**config.mk**
```make
export PLATFORM = sky130hd
export DESIGN_NAME = mem_port_arb_flat
export DESIGN_NICKNAME = d
export VERILOG_FILES = /design/src/rtl/mem_port_arb_pkg.sv /design/src/rtl/mem_port_arb_if.sv /design/src/rtl/mem_port_arb_starve_ctr.sv /design/src/rtl/mem_port_arb.sv /design/src/flat_wrapper.sv
export SDC_FILE = /design/constraint.sdc
export NUM_CORES = 1
export LEC_CHECK = 0
export CAP_MARGIN = 25
export CORE_UTILIZATION = 40
export CTS_BUF_LIST = sky130_fd_sc_hd__clkbuf_4 sky130_fd_sc_hd__clkbuf_8
export CTS_CLUSTER_DIAMETER = 120
export DETAILED_ROUTE_END_ITERATION = 8
export GPL_TIMING_DRIVEN = 0
export HOLD_SLACK_MARGIN = 0.08
export PLACE_DENSITY_LB_ADDON = 0.15
export SKIP_LAST_GASP = 1
export SYNTH_ARGS = -nofsm -noshare
export SYNTH_HDL_FRONTEND = slang
export SYNTH_SLANG_ARGS = --single-unit
export TNS_END_PERCENT = 20
```
**constraint.sdc**
```tcl
create_clock -name clk -period 3 [get_ports clk]
set_input_delay 0.6 -clock clk [delete_from_list [all_inputs] [get_ports clk]]
set_output_delay 0.6 -clock clk [all_outputs]
set_load 0.01 [all_outputs]
```
**src/rtl/mem_port_arb_pkg.sv**
```systemverilog
// Shared types and constants for the data-cache port arbiter.
package mem_pkg;

  // FSM encoding is fixed so the debug state output is easy to decode.
  typedef enum logic [1:0] {
    IDLE = 2'b00,
    RD   = 2'b01,
    WR   = 2'b10
  } state_t;

  // Lowest address bit that selects a 32-bit word.
  localparam int WORD_LSB = 2;

  typedef logic [3:0] be_t;

  localparam be_t BE_ALL = 4'hF;

  // True when two byte addresses fall in the same 32-bit word.
  function automatic logic same_word(input logic [31:0] a, input logic [31:0] b);
    return a[31:WORD_LSB] == b[31:WORD_LSB];
  endfunction

endpackage

```
**src/rtl/mem_port_arb_if.sv**
```systemverilog
// Request/response bundle between the MR/MW stages, the arbiter and the cache.
//
// Handshake: a requester raises mr_req/mw_req with stable address/data and
// holds it until the matching done pulse (the done cycle is the transfer
// cycle). Towards the cache, dc_req is the valid and dc_ack the ready; the
// access fields are held constant from dc_req rising until the dc_ack cycle.
interface mem_port_arb_if;
  import mem_pkg::*;

  logic        mr_req;
  logic [31:0] mr_addr;
  logic        mw_req;
  logic [31:0] mw_addr;
  logic [31:0] mw_data;
  be_t         mw_be;

  logic        dc_req;
  logic        dc_we;
  logic [31:0] dc_addr;
  logic [31:0] dc_wdata;
  be_t         dc_be;
  logic        dc_ack;
  logic [31:0] dc_rdata;

  logic        mr_done;
  logic        mw_done;
  logic [31:0] mr_rdata;
  logic        mr_stall;
  logic        mw_stall;

  // Arbiter side.
  modport slave (
    input  mr_req, mr_addr, mw_req, mw_addr, mw_data, mw_be, dc_ack, dc_rdata,
    output dc_req, dc_we, dc_addr, dc_wdata, dc_be,
    output mr_done, mw_done, mr_rdata, mr_stall, mw_stall
  );

  // Environment side: pipeline requesters plus the cache.
  modport master (
    output mr_req, mr_addr, mw_req, mw_addr, mw_data, mw_be, dc_ack, dc_rdata,
    input  dc_req, dc_we, dc_addr, dc_wdata, dc_be,
    input  mr_done, mw_done, mr_rdata, mr_stall, mw_stall
  );

endinterface

```
**src/rtl/mem_port_arb_starve_ctr.sv**
```systemverilog
// Saturating count of write grants taken while a read was waiting.
module arb_starve_ctr #(
  parameter int unsigned STARVE_MAX = 3
) (
  input  logic       clk,
  input  logic       rst_n,
  input  logic       inc_i,
  input  logic       clr_i,
  output logic       at_max_o,
  output logic [3:0] cnt_o
);

  localparam logic [3:0] MAX = 4'(STARVE_MAX);

  logic [3:0] cnt_q, cnt_d;

  // Clear wins over increment; the count never passes MAX.
  always_comb begin
    cnt_d = cnt_q;
    if (clr_i) begin
      cnt_d = 4'd0;
    end else if (inc_i && (cnt_q < MAX)) begin
      cnt_d = cnt_q + 4'd1;
    end
  end

  // Count register.
  always_ff @(posedge clk or negedge rst_n) begin
    if (!rst_n) begin
      cnt_q <= 4'd0;
    end else begin
      cnt_q <= cnt_d;
    end
  end

  assign at_max_o = (cnt_q >= MAX);
  assign cnt_o    = cnt_q;

endmodule

```
**src/rtl/mem_port_arb.sv**
```systemverilog
// Single data-cache port shared by the MR and MW stages: one access at a
// time, writes first, starvation guard for reads, same-word hazard override.
module mem_port_arb
  import mem_pkg::*;
#(
  parameter int unsigned STARVE_MAX = 3
) (
  input  logic           clk,
  input  logic           rst_n,
  mem_port_arb_if.slave  port,
  output state_t         state_o,
  output logic [3:0]     starve_cnt_o
);

  state_t      state_q, state_d;
  logic        grant_rd, grant_wr;
  logic        mr_done, mw_done;
  logic        at_max;
  logic        starve_inc, starve_clr;

  logic        dc_req_q, dc_we_q;
  logic [31:0] dc_addr_q, dc_wdata_q, mr_rdata_q;
  be_t         dc_be_q;

  // Arbitration in IDLE, completion detection while busy.
  always_comb begin
    state_d  = state_q;
    grant_rd = 1'b0;
    grant_wr = 1'b0;
    mr_done  = 1'b0;
    mw_done  = 1'b0;
    case (state_q)
      IDLE: begin
        if (port.mr_req && port.mw_req) begin
          // A read never overtakes an older write to the same word.
          if (same_word(port.mr_addr, port.mw_addr)) begin
            grant_wr = 1'b1;
          end else if (at_max) begin
            grant_rd = 1'b1;
          end else begin
            grant_wr = 1'b1;
          end
        end else if (port.mr_req) begin
          grant_rd = 1'b1;
        end else if (port.mw_req) begin
          grant_wr = 1'b1;
        end
        if (grant_rd) begin
          state_d = RD;
        end else if (grant_wr) begin
          state_d = WR;
        end
      end
      RD: begin
        if (port.dc_ack) begin
          mr_done = 1'b1;
          state_d = IDLE;
        end
      end
      WR: begin
        if (port.dc_ack) begin
          mw_done = 1'b1;
          state_d = IDLE;
        end
      end
      default: state_d = IDLE;
    endcase
  end

  // FSM state register.
  always_ff @(posedge clk or negedge rst_n) begin
    if (!rst_n) begin
      state_q <= IDLE;
    end else begin
      state_q <= state_d;
    end
  end

  // Capture the winning access on grant; drop dc_req after the ack.
  always_ff @(posedge clk or negedge rst_n) begin
    if (!rst_n) begin
      dc_req_q   <= 1'b0;
      dc_we_q    <= 1'b0;
      dc_addr_q  <= 32'd0;
      dc_wdata_q <= 32'd0;
      dc_be_q    <= '0;
    end else if (grant_rd) begin
      dc_req_q   <= 1'b1;
      dc_we_q    <= 1'b0;
      dc_addr_q  <= port.mr_addr;
      dc_wdata_q <= 32'd0;
      dc_be_q    <= BE_ALL;
    end else if (grant_wr) begin
      dc_req_q   <= 1'b1;
      dc_we_q    <= 1'b1;
      dc_addr_q  <= port.mw_addr;
      dc_wdata_q <= port.mw_data;
      dc_be_q    <= port.mw_be;
    end else if (mr_done || mw_done) begin
      dc_req_q   <= 1'b0;
    end
  end

  // Read data is held until the next completed read.
  always_ff @(posedge clk or negedge rst_n) begin
    if (!rst_n) begin
      mr_rdata_q <= 32'd0;
    end else if (mr_done) begin
      mr_rdata_q <= port.dc_rdata;
    end
  end

  // A waiting read ages on each write grant; any read grant or an idle
  // cycle without a read request resets its age.
  assign starve_inc = grant_wr && port.mr_req;
  assign starve_clr = grant_rd || ((state_q == IDLE) && !port.mr_req);

  arb_starve_ctr #(
    .STARVE_MAX (STARVE_MAX)
  ) u_starve (
    .clk      (clk),
    .rst_n    (rst_n),
    .inc_i    (starve_inc),
    .clr_i    (starve_clr),
    .at_max_o (at_max),
    .cnt_o    (starve_cnt_o)
  );

  assign port.dc_req   = dc_req_q;
  assign port.dc_we    = dc_we_q;
  assign port.dc_addr  = dc_addr_q;
  assign port.dc_wdata = dc_wdata_q;
  assign port.dc_be    = dc_be_q;
  assign port.mr_done  = mr_done;
  assign port.mw_done  = mw_done;
  assign port.mr_rdata = mr_rdata_q;
  assign port.mr_stall = port.mr_req && !mr_done;
  assign port.mw_stall = port.mw_req && !mw_done;
  assign state_o       = state_q;

endmodule

```
**src/flat_wrapper.sv**
```systemverilog
// flat-port wrapper written by rule: the top's interface ports become plain ports
module mem_port_arb_flat import mem_pkg::*;
#(
  parameter int unsigned STARVE_MAX = 3
)
  (clk, rst_n, state_o, starve_cnt_o, port_mr_req, port_mr_addr, port_mw_req, port_mw_addr, port_mw_data, port_mw_be, port_dc_ack, port_dc_rdata, port_dc_req, port_dc_we, port_dc_addr, port_dc_wdata, port_dc_be, port_mr_done, port_mw_done, port_mr_rdata, port_mr_stall, port_mw_stall);
  mem_port_arb_if port_i ();
  input  logic clk;
  input  logic rst_n;
  output state_t state_o;
  output logic [3:0] starve_cnt_o;
  input wire logic [$bits(port_i.mr_req)-1:0] port_mr_req;
  input wire logic [$bits(port_i.mr_addr)-1:0] port_mr_addr;
  input wire logic [$bits(port_i.mw_req)-1:0] port_mw_req;
  input wire logic [$bits(port_i.mw_addr)-1:0] port_mw_addr;
  input wire logic [$bits(port_i.mw_data)-1:0] port_mw_data;
  input wire logic [$bits(port_i.mw_be)-1:0] port_mw_be;
  input wire logic [$bits(port_i.dc_ack)-1:0] port_dc_ack;
  input wire logic [$bits(port_i.dc_rdata)-1:0] port_dc_rdata;
  output wire logic [$bits(port_i.dc_req)-1:0] port_dc_req;
  output wire logic [$bits(port_i.dc_we)-1:0] port_dc_we;
  output wire logic [$bits(port_i.dc_addr)-1:0] port_dc_addr;
  output wire logic [$bits(port_i.dc_wdata)-1:0] port_dc_wdata;
  output wire logic [$bits(port_i.dc_be)-1:0] port_dc_be;
  output wire logic [$bits(port_i.mr_done)-1:0] port_mr_done;
  output wire logic [$bits(port_i.mw_done)-1:0] port_mw_done;
  output wire logic [$bits(port_i.mr_rdata)-1:0] port_mr_rdata;
  output wire logic [$bits(port_i.mr_stall)-1:0] port_mr_stall;
  output wire logic [$bits(port_i.mw_stall)-1:0] port_mw_stall;
  assign port_i.mr_req = port_mr_req;
  assign port_i.mr_addr = port_mr_addr;
  assign port_i.mw_req = port_mw_req;
  assign port_i.mw_addr = port_mw_addr;
  assign port_i.mw_data = port_mw_data;
  assign port_i.mw_be = port_mw_be;
  assign port_i.dc_ack = port_dc_ack;
  assign port_i.dc_rdata = port_dc_rdata;
  assign port_dc_req = port_i.dc_req;
  assign port_dc_we = port_i.dc_we;
  assign port_dc_addr = port_i.dc_addr;
  assign port_dc_wdata = port_i.dc_wdata;
  assign port_dc_be = port_i.dc_be;
  assign port_mr_done = port_i.mr_done;
  assign port_mw_done = port_i.mw_done;
  assign port_mr_rdata = port_i.mr_rdata;
  assign port_mr_stall = port_i.mr_stall;
  assign port_mw_stall = port_i.mw_stall;
  mem_port_arb #(.STARVE_MAX(STARVE_MAX)) u_core (.clk(clk), .rst_n(rst_n), .port(port_i), .state_o(state_o), .starve_cnt_o(starve_cnt_o));
endmodule
```
==> results.toml, run 1 <==
[clocking]
cts_hold_buf = 0
cts_max_path_buffers = 2
ctsHtreeMaxLevel = 3
cts_tree = "done"
cts_buffers = 9
clk_pin_slew_ns = 0.09
cts_setup_buffers = 0
cts_root_buf = "clkbuf_8"
cts.sinks = 108
clk_latency_ns = 0.38

[sta]
maxSlewViolCount = 0
tightest_slew_ns = 0.711
finalCritPeriodShare = 0.969
clock_skew_ns = 0.00686
max_slew_margin = 0.526
layout_setup_ws_ns = 0.0923
period_needed_ns = 2.91
fmax_mhz = 344
rsz0062_at_grt = "no"
hold_viol = 0
finalSetupViolations = 0

[critical_path]
worstReg2RegEnd = "u_core.port.dc_wdata[25]$_DFFE_PN0P_"
r2r_cells = 7
r2r_start = "u_core.state_o[0]$_DFFE_PN0P_"
worst_ep_arrival_time_ns = 2.31
cp_data_required_time_ns = 2.40
path_class = "input port to primary output"
crit_fanout = 10
start_kind = "input port"
startpoint = "port_dc_ack"
rrSetupSlack_ns = 0.56
endpoint_kind = "primary output"

[drt]
wire_per_inst_um = 18.0
ant_nets = 0
via_per_inst = 5.06
routed_wl_um = 13500
drc = 0
vias = 3804
drt_pass1_iterations = 4
drt-initial-drc-count = 208

[cells_and_area]
fillCellCount = 891
multiInputGateArea_um2 = 1830
finalNonFillerCells = 752
final_area_um2 = 7540
nNetsFinal = 745
antenna_cells = 0
synthToLayoutAreaGrowth_pct = 61.5
drive_above_1_share = 0.118
seq_area_um2 = 2700

[die]
fp.dieW_um = 110
io-pin-count = 249
initial_core_util = 0.409
rows = 39
dieHeight_um = 110
core_um2 = 11400
dieArea_um2 = 12100

[placement]
dpl_cell_area_um2 = 7350
dp_slack_ns = -0.157
io_buffers = 247
routabilityCongestion = 0.778
place_hpwl_um = 10500
post-place-cells = 736

[synth]
syn_area_um2 = 4670
yosys-top-cells-area = "dfrtp_1 (58%), mux2_2 (8.2%), a221o_1 (6.0%)"
ys_async_sr_fraction = 1.00
synth_most_common_cell = "dfrtp_1"
synth_edf_count = 0
synth_seq_cells = 108
synthTopCellsByCount = "dfrtp_1 (108), and2_1 (35), mux2_2 (34), a22o_1 (32), xnor2_1 (31)"
synthFlopType = "dfrtp_1"
yosys.area.top_type_share = 0.579
ys_types = 32
syn_nets = 486
yosys_warnings = 0
seq_area_frac_synth = 0.579
syn_inst = 345
avgSynthCellArea_um2 = 13.5
yosysTopAreaCell = "dfrtp_1"

[global_routing]
grt_usage = 0.226
antenna_found_initial = 0
grt_pass1_vias = 3938
grt_max_degree = 57
grt-ovfl-total = 0
grt_pass1_wl_um = 20300

[run_status]
status = "finished, final reports clean"

[power_and_ir_drop]
max-vdd-ir-drop_uv = 484
p_leak_uw = 0.00317
powerDensity_nw_per_um2 = 913

[worst_hold_path]
hp-class = "input port to async pin"

[job]
drv_cap = 0
[kinds of logic (layout without fill, tap and decap cells)]
kind of cell | after synthesis | after routing | share of synthesized area
simple gates | 62 | 62 | 0.0828
compound gates | 76 | 76 | 0.150
mux | 38 | 38 | 0.0906
flops | 108 | 108 | 0.579
xor+xnor | 31 | 31 | 0.0581
fa+ha+maj | 4 | 4 | 0.0107
buf+inv | 26 | 290 | 0.0292
[final cells by class]
class / instances / area share
clock inverters: 3 / 0.00265
repair buffers: 248 / 0.331
multi-input cells: 211 / 0.243
plain buffers: 21 / 0.0161
clock buffers: 13 / 0.0229
flip-flops and latches: 108 / 0.358
well taps: 143 / 0.0237
inverters: 5 / 0.00249
[per-layer routing]
layer,track usage,vias up,wire [µm]
met3,0.0694,14,1220
met4,0.0829,0,191
met5,0,-,0
met1,0.270,1848,5420
li1,-,1792,-
met2,0.384,150,6710
[worst max-delay path by stage]
stage          slack (ns)                                   to  depth (start not counted)
5_1_grt             0.006                        port_mr_stall                          6
4_1_cts              0.02                        port_mr_stall                          5
6_report             0.09                        port_mr_stall                          5
2_1_floorplan        0.77  u_core.port.dc_addr[10]$_DFFE_PN0P_                          8
3_3_place_gp        -2.73  u_core.port.mr_rdata[3]$_DFFE_PN0P_                          1
3_5_place_dp        -0.16                        port_mr_stall                          5
[worst max-delay path, stage by stage]
cell and delay (ns):
clkdlybuf4s50_1 0.44, nand2_1 0.29, clkbuf_4 0.30, and2_1 0.14, clkdlybuf4s50_1 0.53
[registers in the layout, summed over array words and instances, names as in the netlist]
name / flops
u_core.port.mr_rdata: 32
u_core.state_o: 2
u_core.port.dc_be: 4
u_core.port.dc_we: 1
u_core.port.dc_addr: 32
u_core.port.dc_req: 1
u_core.port.dc_wdata: 32
u_core.u_starve.cnt_o: 4
[stage by stage]
step	hold WS, ns	setup TNS [ns]	total power (µW)	util
floorplan	0.304	0	4060	-
global placement	0.486	-297.92	5980	0.641
detailed placement	0.491	-4.92	6070	0.643
CTS	0.279	0	6960	0.660
global route	0.312	0	7340	0.661
finish	0.261	0	6880	0.661
[placed cells by master, fill, tap and decap left out, drive strengths merged]
master         instances
o21ai                  2
inv                    5
o22ai                  2
clkinv                 1
dfrtp                108
clkbuf                23
nor4                   2
nand2                  5
a22o                  32
mux2                  34
nor2                   6
and4                   1
ha                     4
nor2b                  4
a21oi                  1
a221o                 31
clkinvlp               2
and2                  35
nor3                   1
buf                   13
clkdlybuf4s50        246
nand3b                 1
a32o                   1
o32a                   4
mux2i                  4
o21a                   1
nand4                  7
a21boi                 1
xnor2                 31
o31ai                  1
[power by group]
| group | total, µW | internal, µW | switching (µW) |
|---|---|---|---|
| logic | 3520 | 2110 | 1400 |
| registers | 2510 | 2140 | 362 |
| clock network | 861 | 379 | 483 |
[repair_timing]
item                       4_1_cts  5_1_grt
resized for setup                1        2
pin swaps                        0        0
setup endpoints to repair        2        1
No activity file was read; power rests on OpenSTA's default activity.
==> inputs of run 2 (changes only) <==
--- a/config.mk
+++ b/config.mk
@@ -5,7 +5,7 @@
 export SDC_FILE = /design/constraint.sdc
 export NUM_CORES = 1
 export LEC_CHECK = 0
-export CAP_MARGIN = 25
+export ABC_AREA = 1
 export CORE_UTILIZATION = 40
 export CTS_BUF_LIST = sky130_fd_sc_hd__clkbuf_4 sky130_fd_sc_hd__clkbuf_8
 export CTS_CLUSTER_DIAMETER = 120
==> run 2 against run 1 <==
  * The flow now finishes with violations (design-rule violations)
  * Register-to-register slack improved by 0.23 ns
  * Worst hold slack better by 0.016 ns
  * Clock-buffer cell count down 1
  * Non-clock buffer count is 7 higher
==> results.toml, run 2 <==
[critical_path]
crit_slowest_cell = "clkdlybuf4s50_1"
path_class = "input port to primary output"
path_cells = "clkdlybuf4s50_1 -> nand2_2 -> clkinv_2 -> clkbuf_2 -> nor2_1 -> clkdlybuf4s50_1"
cp_slowest_stage_delay_ns = 0.55
start_kind = "input port"
cp_data_required_time_ns = 2.40
worst_ep_arrival_time_ns = 2.25
crit_path_frequent_cell = "clkdlybuf4s50_1"
startpoint = "port_dc_ack"
rrSetupSlack_ns = 0.79
r2r_cells = 8
r2r_start = "u_core.state_o[0]$_DFFE_PN0P_"
worstReg2RegEnd = "u_core.port.dc_we$_DFFE_PN0P_"
endpoint_kind = "primary output"
crit_fanout = 10

[power_and_ir_drop]
power_uw = 6840
max-vdd-ir-drop_uv = 435
powerDensity_nw_per_um2 = 888
p_leak_uw = 0.00367

[sta]
maxSlewViolCount = 0
fmax_mhz = 351
max_slew_margin = 0.518
period_needed_ns = 2.85
rsz0062_at_grt = "no"
tightest_slew_ns = 0.724
hold_viol = 0
clock_skew_ns = 0.0154
finalCritPeriodShare = 0.950
finalSetupViolations = 0

[clocking]
clk_pin_slew_ns = 0.09
cts_root_buf = "clkbuf_8"
cts_tree = "done"
ctsHtreeMaxLevel = 3
cts_buffers = 9
cts.sinks = 108
cts_max_path_buffers = 2
clk_latency_ns = 0.37

[synth]
seq_area_frac_synth = 0.559
ys_types = 24
synth_edf_count = 0
synthFlopType = "dfrtp_1"
syn_area_um2 = 4840
synthTopCellsByCount = "nand2_1 (299), dfrtp_1 (108), nand3_1 (63), inv_1 (27), xnor2_1 (20)"
synth_most_common_cell = "nand2_1"
ys_async_sr_fraction = 1.00
yosysTopAreaCell = "dfrtp_1"
syn_nets = 732
yosys_warnings = 0
avgSynthCellArea_um2 = 8.18
yosys-top-cells-area = "dfrtp_1 (56%), nand2_1 (23%), nand3_1 (6.5%)"
yosys.area.top_type_share = 0.559
syn_inst = 591
synth_seq_cells = 108

[placement]
io_buffers = 248
routabilityCongestion = 0.817
place_hpwl_um = 11200

[global_routing]
grt_max_degree = 57
grt_usage = 0.239
grt_pass1_wl_um = 23700
grt_pass1_vias = 4860
antenna_found_initial = 0
grt-ovfl-total = 0

[cells_and_area]
finish.utilization = 0.664
synthToLayoutAreaGrowth_pct = 59.4
fillCellCount = 977
drive_above_1_share = 0.0409
layout_common_cells = "nand2_1 (298), clkdlybuf4s50_1 (247), dfrtp_1 (108), nand3_1 (63), inv_1 (27)"
final_common_cell = "nand2_1"
antenna_cells = 0
nNetsFinal = 992

[die]
initial_core_util = 0.416
core_um2 = 11600
fp.dieW_um = 112
io-pin-count = 249
dieHeight_um = 112
dieArea_um2 = 12500
rows = 39

[drt]
wire_per_inst_um = 14.6
drc = 18
drt-initial-drc-count = 286
ant_nets = 0
via_per_inst = 4.77
drt_pass1_iterations = 7
vias = 4758
routed_wl_um = 14600

[worst_hold_path]
hp-class = "input port to async pin"

[job]
drv_cap = 0

[run_status]
status = "finished with violations"
violations = "design-rule violations"
-- run 2: cell types whose count changed in the layout (fill, tap and decap cells not counted), sizes merged, moves of 31 or more --
| cell | previous run | this run |
|---|---|---|
| a221o | 31 | 0 |
| and2 | 35 | 0 |
| nand2 | 5 | 301 |
| a22o | 32 | 0 |
| mux2 | 34 | 0 |
| nand3 | 0 | 63 |
-- run 2: kinds of logic after synthesis --
group	count (synthesis)	share of synthesized area
AOI/OAI and AO/OA	14	0.0189
xor gates and xnor gates	24	0.0435
DFF	108	0.559
buffers and inverters	56	0.0502
and+or+nand+nor	385	0.318
adders and majority gates	4	0.0103
-- run 2: power breakdown --
| part | switching (µW) | internal, µW |
|---|---|---|
| clock | 488 | 355 |
| combinational | 1680 | 1810 |
| sequential | 383 | 2130 |
| total | 2550 | 4300 |
-- run 2: worst max-delay path, delay by kind of cell --
| kind | cells | cell delay, ns |
|---|---|---|
| and+or+nand+nor | 2 | 0.29 |
| buffers and inverters | 4 | 1.37 |
-- run 2: routing by layer --
metal,global-route usage,vias to the layer above,share of wire
met5,0,-,0
met4,0.0764,0,0.016
met1,0.282,2207,0.41
li1,-,2354,-
met3,0.0664,20,0.080
met2,0.422,177,0.50
-- run 2: final cells by class --
cell class / instances / area [µm²] / area share
flip-flops and latches: 108 / 2700 / 0.351
repair buffers: 249 / 2510 / 0.325
multi-input cells: 427 / 1890 / 0.246
well taps: 143 / 179 / 0.0232
clock buffers: 12 / 159 / 0.0206
plain buffers: 27 / 135 / 0.0175
inverters: 29 / 110 / 0.0143
clock inverters: 3 / 21.3 / 0.00276
-- run 2: worst max-delay path by stage --
stage | to | depth (start not counted) | slack [ns]
global placement | u_core.port.dc_wdata[16]$_DFFE_PN0P_ | 1 | -2.82
finish | port_mr_stall | 6 | 0.15
detailed placement | port_mr_stall | 6 | -0.14
floorplan | port_mr_stall | 6 | 0.99
global route | port_mr_stall | 6 | 0.06
CTS | port_mr_stall | 6 | 0.02
-- run 2: stage by stage --
step	cells	cell area, µm²	TNS [ns]	hold slack [ns]	worst slack (ns)
floorplan	591	4840	0	0.304	0.987
finish	998	7710	0	0.277	0.149
global placement	982	7500	-303.82	0.461	-2.82
global route	998	7710	0	0.309	0.0565
CTS	998	7700	0	0.291	0.0179
detailed placement	983	7520	-0.268	0.464	-0.139
-- run 2: what timing repair did --
action,in CTS,in global routing
pin swaps,0,0
gates cloned,0,0
resized for setup,2,1
buffers inserted,0,0
setup endpoints to repair,2,1
hold buffers,0,0
==> inputs of run 3 (changes only) <==
--- a/config.mk
+++ b/config.mk
@@ -6,11 +6,11 @@
 export NUM_CORES = 1
 export LEC_CHECK = 0
 export ABC_AREA = 1
+export CORE_MARGIN = 2
 export CORE_UTILIZATION = 40
 export CTS_BUF_LIST = sky130_fd_sc_hd__clkbuf_4 sky130_fd_sc_hd__clkbuf_8
 export CTS_CLUSTER_DIAMETER = 120
 export DETAILED_ROUTE_END_ITERATION = 8
-export GPL_TIMING_DRIVEN = 0
 export HOLD_SLACK_MARGIN = 0.08
 export PLACE_DENSITY_LB_ADDON = 0.15
 export SKIP_LAST_GASP = 1
==> run 3 against run 2 <==
  * The run now ends clean
  * Final cell count down 1.1%
  * Clock skew down 0.0025 ns
  * Worst hold slack worse by 0.099 ns
  * Power up 1.8%
  * Clock-buffer cell count down 2
  * Utilization down 1.6 points
  * Flip-flop and latch count unchanged
  * Register-to-register slack better by 0.35 ns
  * Critical path depth down 2
  * Sequential share of layout area about the same
  * First-iteration DRC count up 21%
  * Combinational power about the same
  * Critical path type unchanged
  * Critical endpoint is now port_mw_stall
  * Highest routed layer unchanged
==> results.toml, run 3 (same netlist as run 2, synthesis figures left out) <==
[critical_path]
worst_ep_arrival_time_ns = 1.94
cp_slowest_stage_delay_ns = 0.58
crit_slowest_cell = "clkdlybuf4s50_1"
crit_fanout = 4
endpoint_kind = "primary output"
cp_data_required_time_ns = 2.40
path_class = "input port to primary output"
path_cells = "clkdlybuf4s50_1 -> inv_1 -> nor2_1 -> clkdlybuf4s50_1"
crit_path_frequent_cell = "clkdlybuf4s50_1"
start_kind = "input port"

[sta]
period_needed_ns = 2.54
maxSlewViolCount = 0
rsz0062_at_grt = "no"
tightest_slew_ns = 0.572
finalCritPeriodShare = 0.847
fmax_mhz = 394
hold_viol = 0
finalSetupViolations = 0
layout_setup_ws_ns = 0.460
finalSetupTns_ns = 0
clock_skew_ns = 0.0129
max_slew_margin = 0.618

[power_and_ir_drop]
p_leak_uw = 0.00366
powerDensity_nw_per_um2 = 904
power_uw = 6970
max-vdd-ir-drop_uv = 372

[die]
initial_core_util = 0.406
io-pin-count = 249
dieArea_um2 = 13000
rows = 40
dieHeight_um = 114
core_um2 = 11900
fp.dieW_um = 114

[job]
drv_cap = 0

[clocking]
clk_pin_slew_ns = 0.11
cts_setup_buffers = 0
cts.sinks = 108
cts_max_path_buffers = 2
post_cts_resized = 0
clk_latency_ns = 0.39
cts_hold_buf = 0
cts_tree = "done"
ctsHtreeMaxLevel = 3
cts_buffers = 9
cts_root_buf = "clkbuf_8"

[placement]
dp_slack_ns = 0.430
place_hpwl_um = 11000
io_buffers = 248
routabilityCongestion = 0.806
post-place-cells = 971
dpl_cell_area_um2 = 7500

[global_routing]
grt_max_degree = 68
grt_usage = 0.227
grt-ovfl-total = 0
grt_pass1_vias = 4782
grt_pass1_wl_um = 23300
antenna_found_initial = 0

[drt]
routed_wl_um = 14900
via_per_inst = 4.82
drt-initial-drc-count = 345
wire_per_inst_um = 15.1
ant_nets = 0
vias = 4762
drt_pass1_iterations = 5
drc = 0

[cells_and_area]
drive_above_1_share = 0.0405
final_area_um2 = 7710
nNetsFinal = 976
layout_common_cells = "nand2_1 (299), clkdlybuf4s50_1 (247), dfrtp_1 (108), nand3_1 (63), inv_1 (27)"
finalNonFillerCells = 987
fillCellCount = 1018
synthToLayoutAreaGrowth_pct = 59.5
antenna_cells = 0
final_common_cell = "nand2_1"

[worst_hold_path]
hp-class = "input port to async pin"

[run_status]
status = "finished, final reports clean"
[run 3: area by class of cell]
class / instances / area [µm²] / share of cell area
Inverter: 29 / 109 / 0.0141
Clock buffer: 10 / 138 / 0.0178
Sequential cell: 108 / 2700 / 0.350
Multi-Input combinational cell: 427 / 1900 / 0.247
Tap cell: 147 / 184 / 0.0238
Timing Repair Buffer: 260 / 2610 / 0.338
Clock inverter: 6 / 71.3 / 0.00925
[run 3: per-stage QoR]
| stage | utilization | hold WS [ns] |
|---|---|---|
| final | 0.648 | 0.179 |
| after global routing | 0.648 | 0.212 |
| after CTS | 0.648 | 0.200 |
| after detailed placement | 0.630 | 0.464 |
| after global placement | 0.630 | 0.461 |
| after floorplan | - | 0.304 |
[run 3: per-layer routing]
metal  vias up  global-route usage  share of wire
met4         0               0.105          0.031
li1       2314                   -              -
met2       175               0.376           0.48
met3        39              0.0542          0.074
met1      2234               0.282           0.42
met5         -                   0              0
[run 3: final timing paths]
kind                                                            from                                   end  slack, ns  cells past startpoint
worst min-delay path                                           rst_n   u_core.port.mr_rdata[5]$_DFFE_PN0P_       0.18                      1
worst max register to register  u_core.u_starve.cnt_o[0]$_DFFE_PN0P_   u_core.port.dc_addr[23]$_DFFE_PN0P_       1.14                      8
worst min register to register  u_core.port.dc_wdata[25]$_DFFE_PN0P_  u_core.port.dc_wdata[25]$_DFFE_PN0P_       0.49                      2
max in group asynchronous                                      rst_n   u_core.port.mr_rdata[2]$_DFFE_PN0P_       2.03                      2
worst max-delay path                                     port_mw_req                         port_mw_stall       0.46                      4
min in group clk                u_core.port.dc_wdata[25]$_DFFE_PN0P_  u_core.port.dc_wdata[25]$_DFFE_PN0P_       0.49                      2
[run 3: worst max-delay path: cells and delay by family]
family	cells	cell delay, ns
buf+inv	3	1.23
simple gates	1	0.11
[run 3: power by group]
group	leakage (µW)	total (µW)	internal, µW	switching, µW
sequential	0.00135	2500	2130	367
combinational	0.00221	3510	1820	1700
clock	0.000105	956	418	538
